File: config.mk
export PLATFORM = sky130hd
export DESIGN_NAME = mod_reg16_ser_flat
export DESIGN_NICKNAME = d
export VERILOG_FILES = /design/src/rtl/mod_reg16_ser_if.sv /design/src/rtl/mod_reg16_ser.sv /design/src/flat_wrapper.sv
export SDC_FILE = /design/constraint.sdc
export NUM_CORES = 1
export LEC_CHECK = 0
export CAP_MARGIN = 20
export CORE_ASPECT_RATIO = 0.9
export CORE_UTILIZATION = 43
export CTS_BUF_LIST = sky130_fd_sc_hd__clkbuf_4 sky130_fd_sc_hd__clkbuf_8 sky130_fd_sc_hd__clkbuf_16
export CTS_CLUSTER_SIZE = 10
export DETAILED_ROUTE_END_ITERATION = 10
export GPL_TIMING_DRIVEN = 0
export HOLD_SLACK_MARGIN = 0.06
export PLACE_DENSITY = 0.81
export SLEW_MARGIN = 15
export SYNTH_ARGS = -nofsm -noshare
export SYNTH_HDL_FRONTEND = slang
export SYNTH_SLANG_ARGS = --single-unit
File: constraint.sdc
create_clock -name clk -period 3.05 [get_ports clk]
set_input_delay 0.7625 -clock clk [delete_from_list [all_inputs] [get_ports clk]]
set_output_delay 0.7625 -clock clk [all_outputs]
set_load 0.02 [all_outputs]
File: src/rtl/mod_reg16_ser_if.sv
// Byte-serialiser bus: word load on one side, byte feed to the S-box FIFO on the other.
interface mod_reg16_ser_if #(
    parameter int NBYTES = 16
);
    logic                  load;
    logic [8*NBYTES-1:0]   data_in;
    logic                  fifo_empty;
    logic [7:0]            outp;
    logic                  empty;
    logic                  ready;
    logic                  done;

    modport master (
        output load, data_in, fifo_empty,
        input  outp, empty, ready, done
    );

    modport slave (
        input  load, data_in, fifo_empty,
        output outp, empty, ready, done
    );
endinterface

File: src/rtl/mod_reg16_ser.sv
// Loads one AES state word and feeds it MSB-byte first into the single-entry S-box FIFO.
module mod_reg16_ser #(
    parameter int NBYTES = 16
) (
    input  logic           clk,
    input  logic           resetn,
    mod_reg16_ser_if.slave bus
);
    localparam int W  = 8 * NBYTES;
    localparam int CW = $clog2(NBYTES + 1);

    typedef enum logic {IDLE, SEND} state_t;

    state_t          state, state_nxt;
    logic [W-1:0]    sh, sh_nxt;
    logic [CW-1:0]   cnt, cnt_nxt;
    logic            done_r, done_nxt;
    logic            xfer;

    always_ff @(posedge clk) begin
        if (!resetn) begin
            state  <= IDLE;
            sh     <= '0;
            cnt    <= '0;
            done_r <= 1'b0;
        end else begin
            state  <= state_nxt;
            sh     <= sh_nxt;
            cnt    <= cnt_nxt;
            done_r <= done_nxt;
        end
    end

    // empty is low exactly in SEND, so the FIFO capture reduces to SEND & fifo_empty
    always_comb begin
        state_nxt = state;
        sh_nxt    = sh;
        cnt_nxt   = cnt;
        done_nxt  = 1'b0;
        xfer      = (state == SEND) && bus.fifo_empty;
        case (state)
            IDLE: begin
                if (bus.load) begin
                    sh_nxt    = bus.data_in;
                    cnt_nxt   = '0;
                    state_nxt = SEND;
                end
            end
            SEND: begin
                if (xfer) begin
                    sh_nxt  = {sh[W-9:0], 8'h00};
                    cnt_nxt = cnt + 1'b1;
                    if (cnt == CW'(NBYTES - 1)) begin
                        state_nxt = IDLE;
                        done_nxt  = 1'b1;
                    end
                end
            end
            default: state_nxt = IDLE;
        endcase
    end

    assign bus.outp  = sh[W-1 -: 8];
    assign bus.empty = (state == IDLE);
    assign bus.ready = (state == IDLE);
    assign bus.done  = done_r;
endmodule

File: src/flat_wrapper.sv
// flat-port wrapper written by rule: the top's interface ports become plain ports
module mod_reg16_ser_flat 
#(
    parameter int NBYTES = 16
)
  (clk, resetn, bus_load, bus_data_in, bus_fifo_empty, bus_outp, bus_empty, bus_ready, bus_done);
  mod_reg16_ser_if #(.NBYTES(NBYTES)) bus_i ();
  input  logic clk;
  input  logic resetn;
  input wire logic [$bits(bus_i.load)-1:0] bus_load;
  input wire logic [$bits(bus_i.data_in)-1:0] bus_data_in;
  input wire logic [$bits(bus_i.fifo_empty)-1:0] bus_fifo_empty;
  output wire logic [$bits(bus_i.outp)-1:0] bus_outp;
  output wire logic [$bits(bus_i.empty)-1:0] bus_empty;
  output wire logic [$bits(bus_i.ready)-1:0] bus_ready;
  output wire logic [$bits(bus_i.done)-1:0] bus_done;
  assign bus_i.load = bus_load;
  assign bus_i.data_in = bus_data_in;
  assign bus_i.fifo_empty = bus_fifo_empty;
  assign bus_outp = bus_i.outp;
  assign bus_empty = bus_i.empty;
  assign bus_ready = bus_i.ready;
  assign bus_done = bus_i.done;
  mod_reg16_ser #(.NBYTES(NBYTES)) u_core (.clk(clk), .resetn(resetn), .bus(bus_i));
endmodule
==> results_dict.tcl, run 1 <==
set metrics [dict create \
    outcome "complete, no violations" \
    dp_hpwl_mm 11.5 \
    crit_required_ns 2.29 \
    fin_crit_ns 2.86 \
    grt-ovfl-total 0 \
    mappedNetlistNets 740 \
    cp.arrival_ns 2.10 \
    cts_sinks 135 \
    hold_viol_final 0 \
    yosysSeqAreaShare 0.411 \
    num-nets-final 901 \
    grt_pass1_wl_mm 25.6 \
    die-height_um 119 \
    syn2layout_area_growth_pct 34.6 \
    clock.fmax_ghz 0.349 \
    irDropWorstVdd_uv 365 \
    swShare 0.262 \
    cts_resized 0 \
    ant_nets 0 \
    p_int_w 0.00373 \
    netlist_area_um2 6580 \
    tightest_slew_ns 0.712 \
    synth_warnings 0 \
    grt_busiest_layer "met2" \
    fillers 1226 \
    die-area_um2 15800 \
    met1_usage 0.261 \
    maxCapViolations 0 \
    gp_congestion 0.799 \
    synth_common_cells "dfxtp_1 (135), nor2_1 (130), a211oi_2 (121)" \
    clock-root-buffer "clkbuf_16" \
    numCtsBuffers 17 \
    avgSynthCellArea_um2 10.9 \
    yosys.cell_types.count 26 \
    pwr-share-comb 0.191 \
    met3_usage 0.0549 \
    antenna_found_initial 0 \
    port_buffers 142 \
    synth_edf_count 0 \
    fp.dieW_um 132 \
    grt_use_total 0.208 \
    coreArea_um2 14800 \
    rsz0062_at_grt "no" \
    synth_top_flop_cell "dfxtp_1" \
    cp-start-kind "register" \
    final_util 0.598 \
    grt_pass1_vias 5228 \
    grt_max_degree 17 \
    vias_per_cell 5.13 \
    relSlewSlack 0.525 \
    yosysMostFrequentCell "dfxtp_1" \
    synthCells 606 \
    io_pins 143 \
    ys_seq_elements 135 \
    cts.reportedPaths.clkPinSlew_ns 0.06 \
    wl_per_cell_um 16.3 \
    hold_buffers 0 \
    leakagePower_nw 3.37 \
    drc_errors 0 \
    wl_mm 15.9 \
    whs_path_depth 2 \
    hold_path_class "reg -> reg" \
    seqPwrFrac 0.398 \
    yosys-top-cells-area "dfxtp_1 (41%), a211oi_2 (23%), mux2i_1 (18%), nor2_1 (7.4%), buf_4 (3.1%)" \
    dr.pass1.iters 4 \
    power_density_nw_per_um2 572 \
    drt-initial-drc-count 259 \
    reg2reg_depth 6 \
    postCtsSetupBuffers 0 \
    h-tree-depth 4 \
    grtUsageMet2 0.345 \
    critPathCaptureType "primary output" \
    critPathKind "reg -> out" \
    cts_tree "yes" \
    power_frac_clock 0.411 \
    clockBufferDepth 2 \
    synth_top_area_cell "dfxtp_1" \
    drive_above_1_share 0.264 \
    drv_slew 0 \
    p_switching_w 0.00133 \
    async_flop_share 0 \
    final.setup.tns_ns 0 \
    num_antenna_cells 0 \
    setup_viol 0 \
    num_rows 42 \
    clkLatencyLatePin_ns 0.42 \
    cp_max_fo 10 \
    vias 5017 \
    fin_crit_sh 0.939 \
    start_util 0.444 \
    skew_ns 0.00509 \
    yosysTopAreaCellShare 0.411 \
]
cells by family after synthesis:
| group | after synthesis | share of synthesized area |
|---|---|---|
| and+or+nand+nor | 140 | 0.0825 |
| AOI/OAI and AO/OA | 138 | 0.247 |
| DFF | 135 | 0.411 |
| muxes | 122 | 0.187 |
| buffers and inverters | 69 | 0.0687 |
| adders and majority gates | 2 | 0.00380 |
per-layer routing:
metal / vias to the layer above / part of all wire / wire, um
li1: 2499 / - / -
met1: 2374 / 0.46 / 7350
met2: 127 / 0.48 / 7580
met3: 17 / 0.049 / 781
met4: 0 / 0.013 / 214
met5: - / 0 / 0
final timing paths:
check	endpoint	from	slack, ns
max	bus_ready	u_core.state$_SDFF_PN0_	0.19
min	u_core.cnt[4]$_SDFFE_PN0P_	u_core.cnt[4]$_SDFFE_PN0P_	0.47
max reg2reg	u_core.sh[87]$_SDFFE_PN0P_	u_core.state$_SDFF_PN0_	1.53
min reg2reg	u_core.cnt[4]$_SDFFE_PN0P_	u_core.cnt[4]$_SDFFE_PN0P_	0.47
layout make-up:
| type | instances | area [um2] | share of cell area |
|---|---|---|---|
| multi-input combinational | 402 | 3420 | 0.387 |
| clock inverter | 13 | 154 | 0.0174 |
| buffer | 65 | 437 | 0.0493 |
| tap | 198 | 248 | 0.0280 |
| sequential | 135 | 2700 | 0.305 |
| timing repair buffer | 142 | 1420 | 0.161 |
| inverter | 4 | 15.0 | 0.00170 |
| clock buffer | 19 | 453 | 0.0512 |
power groups by stage:
stage          registers (W)  logic (W)  clock network [W]
2_1_floorplan        0.00202   0.000652                  0
3_3_place_gp         0.00204   0.000942                  0
3_5_place_dp         0.00205   0.000966                  0
4_1_cts              0.00202   0.000976            0.00212
5_1_grt              0.00203    0.00104            0.00221
6_report             0.00202   0.000966            0.00208
per-stage QoR:
stage          total power, W  cells  setup WS, ns  hold slack, ns  area, um2
6_report              0.00506    978         0.185           0.466       8850
5_1_grt               0.00528    978        0.0997           0.529       8850
4_1_cts               0.00511    978         0.150           0.469       8850
3_5_place_dp          0.00302    946         0.579           0.461       8250
3_3_place_gp          0.00299    946         0.609           0.446       8250
2_1_floorplan         0.00267    606          1.19           0.436       6580
placed cells by master (no fill, tap or decap), drive strengths merged:
cell type and instances:
a211oi 122, a21o 1, a21oi 4, a22oi 9, and2 1, and3 3, buf 53, bufinv 3
clkbuf 31, clkdlybuf4s50 142, clkinv 6, clkinvlp 4, dfxtp 135, ha 2, inv 4, mux2 1
mux2i 121, nand2 2, nand2b 1, nand3 1, nor2 130, nor2b 1, nor3 1, o21ai 2
registers in the layout, indices dropped and copies added, names as in the netlist:
signal,count
u_core.bus.done,1
u_core.cnt,5
u_core.sh,128
u_core.state,1
worst max-delay path: stages (launching register included):
cell and delay [ns]:
dfxtp_1 0.35, buf_4 0.20, buf_6 0.19, buf_4 0.21
inv_1 0.09, buf_4 0.13, clkdlybuf4s50_1 0.52
Note: power is estimated with default switching activity, not from simulation.
==> run 2, diff against run 1 <==
CORE_MARGIN = 3   (was unset)
==> run 2 against run 1 <==
  * Sequential power barely moved
  * Combinational power rose by 0.5%
  * Die area up 6.5%
  * Clock skew increased by 0.0028 ns
  * Fmax is 0.53% higher
  * Wire length increased by 2.1%
  * Global-route usage down 1.2 points
  * Power increased by 1.1%
  * Critical endpoint unchanged
==> results_dict.tcl, run 2 (synthesized netlist as in run 1, its figures left out) <==
set metrics [dict create \
    outcome "complete, no violations" \
    fin_crit_ns 2.85 \
    final_cell_mix "clkdlybuf4s50_1 (142), dfxtp_1 (135), nor2_1 (130)" \
    clock-root-buffer "clkbuf_16" \
    grt_use_total 0.196 \
    skew_ns 0.00790 \
    num-nets-final 901 \
    die-height_um 123 \
    top_register "u_core.sh" \
    grt_max_degree 17 \
    cts_resized 0 \
    setup_viol 0 \
    hold_path_class "reg -> reg" \
    fp.dieW_um 136 \
    crit_required_ns 2.29 \
    io_pins 143 \
    vias_per_cell 5.19 \
    fin_crit_sh 0.934 \
    tightest_slew_ns 0.729 \
    hold_buffers 0 \
    power_density_nw_per_um2 578 \
    antenna_found_initial 0 \
    cts_tree "yes" \
    start_util 0.444 \
    relSlewSlack 0.514 \
    cp.arrival_ns 2.09 \
    vias 5068 \
    num_rows 42 \
    maxCapViolations 0 \
    reg_top3 "u_core.sh x128, u_core.cnt x5" \
    critPathCaptureType "primary output" \
    drv_slew 0 \
    num_antenna_cells 0 \
    largest_reg_flops 128 \
    cp-start-kind "register" \
    syn2layout_area_growth_pct 34.7 \
    grt_pass1_vias 5231 \
    cts_sinks 135 \
    rsz0062_at_grt "no" \
    cp_max_fo 10 \
    finalPower_w 0.00512 \
    hold_viol_final 0 \
    clockBufferDepth 2 \
    critPathKind "reg -> out" \
    grt_pass1_wl_mm 26.0 \
    drc_errors 0 \
    irDropWorstVdd_uv 383 \
    clkLatencyLatePin_ns 0.41 \
    gp_congestion 0.832 \
    numCtsBuffers 17 \
    leakagePower_nw 3.38 \
    die-area_um2 16800 \
    dp_hpwl_mm 11.8 \
    fillers 1206 \
    clock.fmax_ghz 0.351 \
    wl_per_cell_um 16.6 \
    coreArea_um2 14800 \
    wl_mm 16.3 \
    final_common_cell "clkdlybuf4s50_1" \
    final.setup.tns_ns 0 \
    drive_above_1_share 0.263 \
    final_util 0.598 \
    stdcell_count 977 \
    postCtsSetupBuffers 0 \
    cts.reportedPaths.clkPinSlew_ns 0.05 \
    drt-initial-drc-count 227 \
    ant_nets 0 \
    dp.cells 946 \
    dr.pass1.iters 4 \
    h-tree-depth 4 \
    grt-ovfl-total 0 \
    port_buffers 142 \
]
-- run 2: cell types whose count changed in the layout (fill, tap and decap cells not counted), sizes merged --
cell      change
bufinv        +1
clkinv        -1
clkinvlp      -3
clkbuf        +2
-- run 2: final cells by class --
| type | instances | area, um2 | share of cell area |
|---|---|---|---|
| Timing Repair Buffer | 142 | 1420 | 0.160 |
| Clock buffer | 21 | 462 | 0.0521 |
| Clock inverter | 10 | 153 | 0.0172 |
| Inverter | 4 | 15.0 | 0.00169 |
| Sequential cell | 135 | 2700 | 0.305 |
| Tap cell | 198 | 248 | 0.0280 |
| Buffer | 65 | 437 | 0.0493 |
| Multi-Input combinational cell | 402 | 3420 | 0.386 |
-- run 2: layer usage --
metal | track usage | vias to the layer above | share of wire
li1 | - | 2507 | -
met1 | 0.259 | 2423 | 0.47
met2 | 0.315 | 117 | 0.47
met3 | 0.0480 | 21 | 0.045
met4 | 0.0668 | 0 | 0.013
met5 | 0 | - | 0
-- run 2: final timing paths --
kind,start,end,slack [ns],depth (start not counted)
min reg2reg,u_core.cnt[4]$_SDFFE_PN0P_,u_core.cnt[4]$_SDFFE_PN0P_,0.46,2
max reg2reg,u_core.state$_SDFF_PN0_,u_core.sh[63]$_SDFFE_PN0P_,1.50,6
max,u_core.state$_SDFF_PN0_,bus_ready,0.20,6
min,u_core.cnt[4]$_SDFFE_PN0P_,u_core.cnt[4]$_SDFFE_PN0P_,0.46,2
-- run 2: per-stage QoR --
stage / worst slack [ns] / hold slack, ns / area (um2)
floorplan: 1.19 / 0.436 / 6580
global placement: 0.602 / 0.445 / 8250
detailed placement: 0.549 / 0.461 / 8250
CTS: 0.166 / 0.469 / 8860
global route: 0.0955 / 0.482 / 8860
finish: 0.200 / 0.463 / 8860
-- run 2: power breakdown --
part	internal (W)	leakage (nW)	switching, W	total, W
Clock	0.00140	0.307	0.000727	0.00213
Sequential	0.00193	1.12	0.0000925	0.00202
Combinational	0.000490	1.96	0.000481	0.000971
-- run 2: worst max-delay path, stage by stage (launching register included) --
cell	delay (ns)
dfxtp_1	0.35
buf_4	0.21
buf_6	0.19
buf_4	0.21
inv_1	0.07
buf_4	0.12
clkdlybuf4s50_1	0.52
==> run 3, diff against run 2 <==
CORE_UTILIZATION = 45   (was 43)
PLACE_DENSITY = 0.83   (was 0.81)
==> run 3 against run 2 <==
  * Largest cell class unchanged
  * Global-route usage increased by 1.2 points
  * Largest power group unchanged
  * Die area decreased by 4.2%
  * Power increased by 0.23%
  * Final area about the same
  * Sequential cell count unchanged
  * Register-to-register slack about the same
==> results_dict.tcl, run 3 (synthesized netlist as in run 1, its figures left out) <==
set metrics [dict create \
    clock-root-buffer "clkbuf_16" \
    critPathKind "reg -> out" \
    gp_congestion 0.850 \
    cts_sinks 135 \
    drv_slew 0 \
    drt-initial-drc-count 277 \
    io_pins 143 \
    top_register "u_core.sh" \
    cp.arrival_ns 2.09 \
    hold_path_class "reg -> reg" \
    fp.dieW_um 133 \
    cp-start-kind "register" \
    syn2layout_area_growth_pct 34.7 \
    clockBufferDepth 2 \
    stdcell_count 971 \
    rsz0062_at_grt "no" \
    vias_per_cell 5.19 \
    power_density_nw_per_um2 579 \
    path_cells "buf_4, buf_6, buf_4, inv_1, buf_4, clkdlybuf4s50_1" \
    final_common_cell "clkdlybuf4s50_1" \
    hold_buffers 0 \
    vias 5038 \
    fin_ws_ns 0.196 \
    maxCapViolations 0 \
    clock.fmax_ghz 0.350 \
    start_util 0.465 \
    slowest_delay_ns 0.53 \
    fin_crit_ns 2.85 \
    leakagePower_nw 3.38 \
    grt_use_total 0.208 \
    grt_max_degree 17 \
    final_cell_mix "clkdlybuf4s50_1 (142), dfxtp_1 (135), nor2_1 (130)" \
    cp_max_fo 10 \
    crit_family "buffers and inverters" \
    largest_reg_flops 128 \
    timing.critical_path.mode_cell "buf_4" \
    crit_required_ns 2.29 \
    critPathCaptureType "primary output" \
    irDropWorstVdd_uv 396 \
    dr.pass1.iters 6 \
    cts_tree "yes" \
    dp_hpwl_mm 11.9 \
    cp_num_buf_inv 6 \
    drive_above_1_share 0.262 \
    clkLatencyLatePin_ns 0.42 \
    dp.cells 941 \
    fillers 1157 \
    skew_ns 0.0169 \
    postCtsSetupBuffers 0 \
    cpMaxStageDelayCell "clkdlybuf4s50_1" \
    h-tree-depth 4 \
    hold_viol_final 0 \
    pre_cts_ws_ns 0.557 \
    final.setup.tns_ns 0 \
    outcome "complete, no violations" \
    port_buffers 142 \
    antenna_found_initial 0 \
    num_antenna_cells 0 \
    grt_pass1_vias 5414 \
    grt-ovfl-total 0 \
    ant_nets 0 \
    reg_top3 "u_core.sh x128, u_core.cnt x5" \
    wl_per_cell_um 16.8 \
    wl_mm 16.3 \
    num-nets-final 901 \
    die-area_um2 16100 \
    setup_viol 0 \
    numCtsBuffers 17 \
    drc_errors 0 \
    die-height_um 121 \
    fin_crit_sh 0.936 \
    tightest_slew_ns 0.702 \
    grt_pass1_wl_mm 26.9 \
    cts.reportedPaths.clkPinSlew_ns 0.06 \
    num_rows 41 \
    cts_resized 0 \
    relSlewSlack 0.532 \
    coreArea_um2 14200 \
]
-- run 3: cell count changes in the layout (fill, tap and decap cells not counted) --
cell,previous run,this run
clkinvlp_4,1,2
clkbuf_4,3,2
clkbuf_8,1,2
clkinv_2,5,3
-- run 3: where the power goes --
part,internal (W),switching [W]
registers,0.00193,0.0000917
logic,0.000490,0.000480
clock network,0.00141,0.000730
-- run 3: routing by layer --
metal  vias up  global-route usage  wire length (um)  part of all wire
met5         -                   0                 0                 0
met4         0              0.0675               190             0.012
met3        17              0.0545               860             0.053
met2       132               0.340              7880              0.48
met1      2389               0.270              7380              0.45
li1       2500                   -                 -                 -
-- run 3: final cells by class --
class	instances	area, um2	area share
Timing Repair Buffer	142	1420	0.160
Buffer	65	437	0.0493
Sequential cell	135	2700	0.305
Multi-Input combinational cell	402	3420	0.387
Inverter	4	15.0	0.00169
Tap cell	193	241	0.0273
Clock inverter	9	150	0.0169
Clock buffer	21	468	0.0528
-- run 3: through the flow --
step                cell area [um2]  power (W)  hold WS [ns]  utilization
detailed placement             8240    0.00302         0.461        0.582
global placement               8240    0.00298         0.450        0.582
finish                         8860    0.00513         0.464        0.626
global route                   8860    0.00534         0.494        0.626
floorplan                      6580    0.00267         0.436            -
CTS                            8860    0.00516         0.469        0.626
-- run 3: path summary, 6_finish.rpt --
check | start | end | slack [ns] | cells past startpoint
min reg2reg | u_core.cnt[4]$_SDFFE_PN0P_ | u_core.cnt[4]$_SDFFE_PN0P_ | 0.46 | 2
max reg2reg | u_core.state$_SDFF_PN0_ | u_core.sh[70]$_SDFFE_PN0P_ | 1.51 | 6
max | u_core.state$_SDFF_PN0_ | bus_ready | 0.20 | 6
min | u_core.cnt[4]$_SDFFE_PN0P_ | u_core.cnt[4]$_SDFFE_PN0P_ | 0.46 | 2
-- run 3: worst register-to-register path: cells and delay by family (launching register included) --
family                 cells  cell delay (ns)
AOI/OAI and AO/OA          1             0.07
buffers and inverters      3             0.52
DFF                        1             0.34
muxes                      1             0.30
and+or+nand+nor            1             0.16
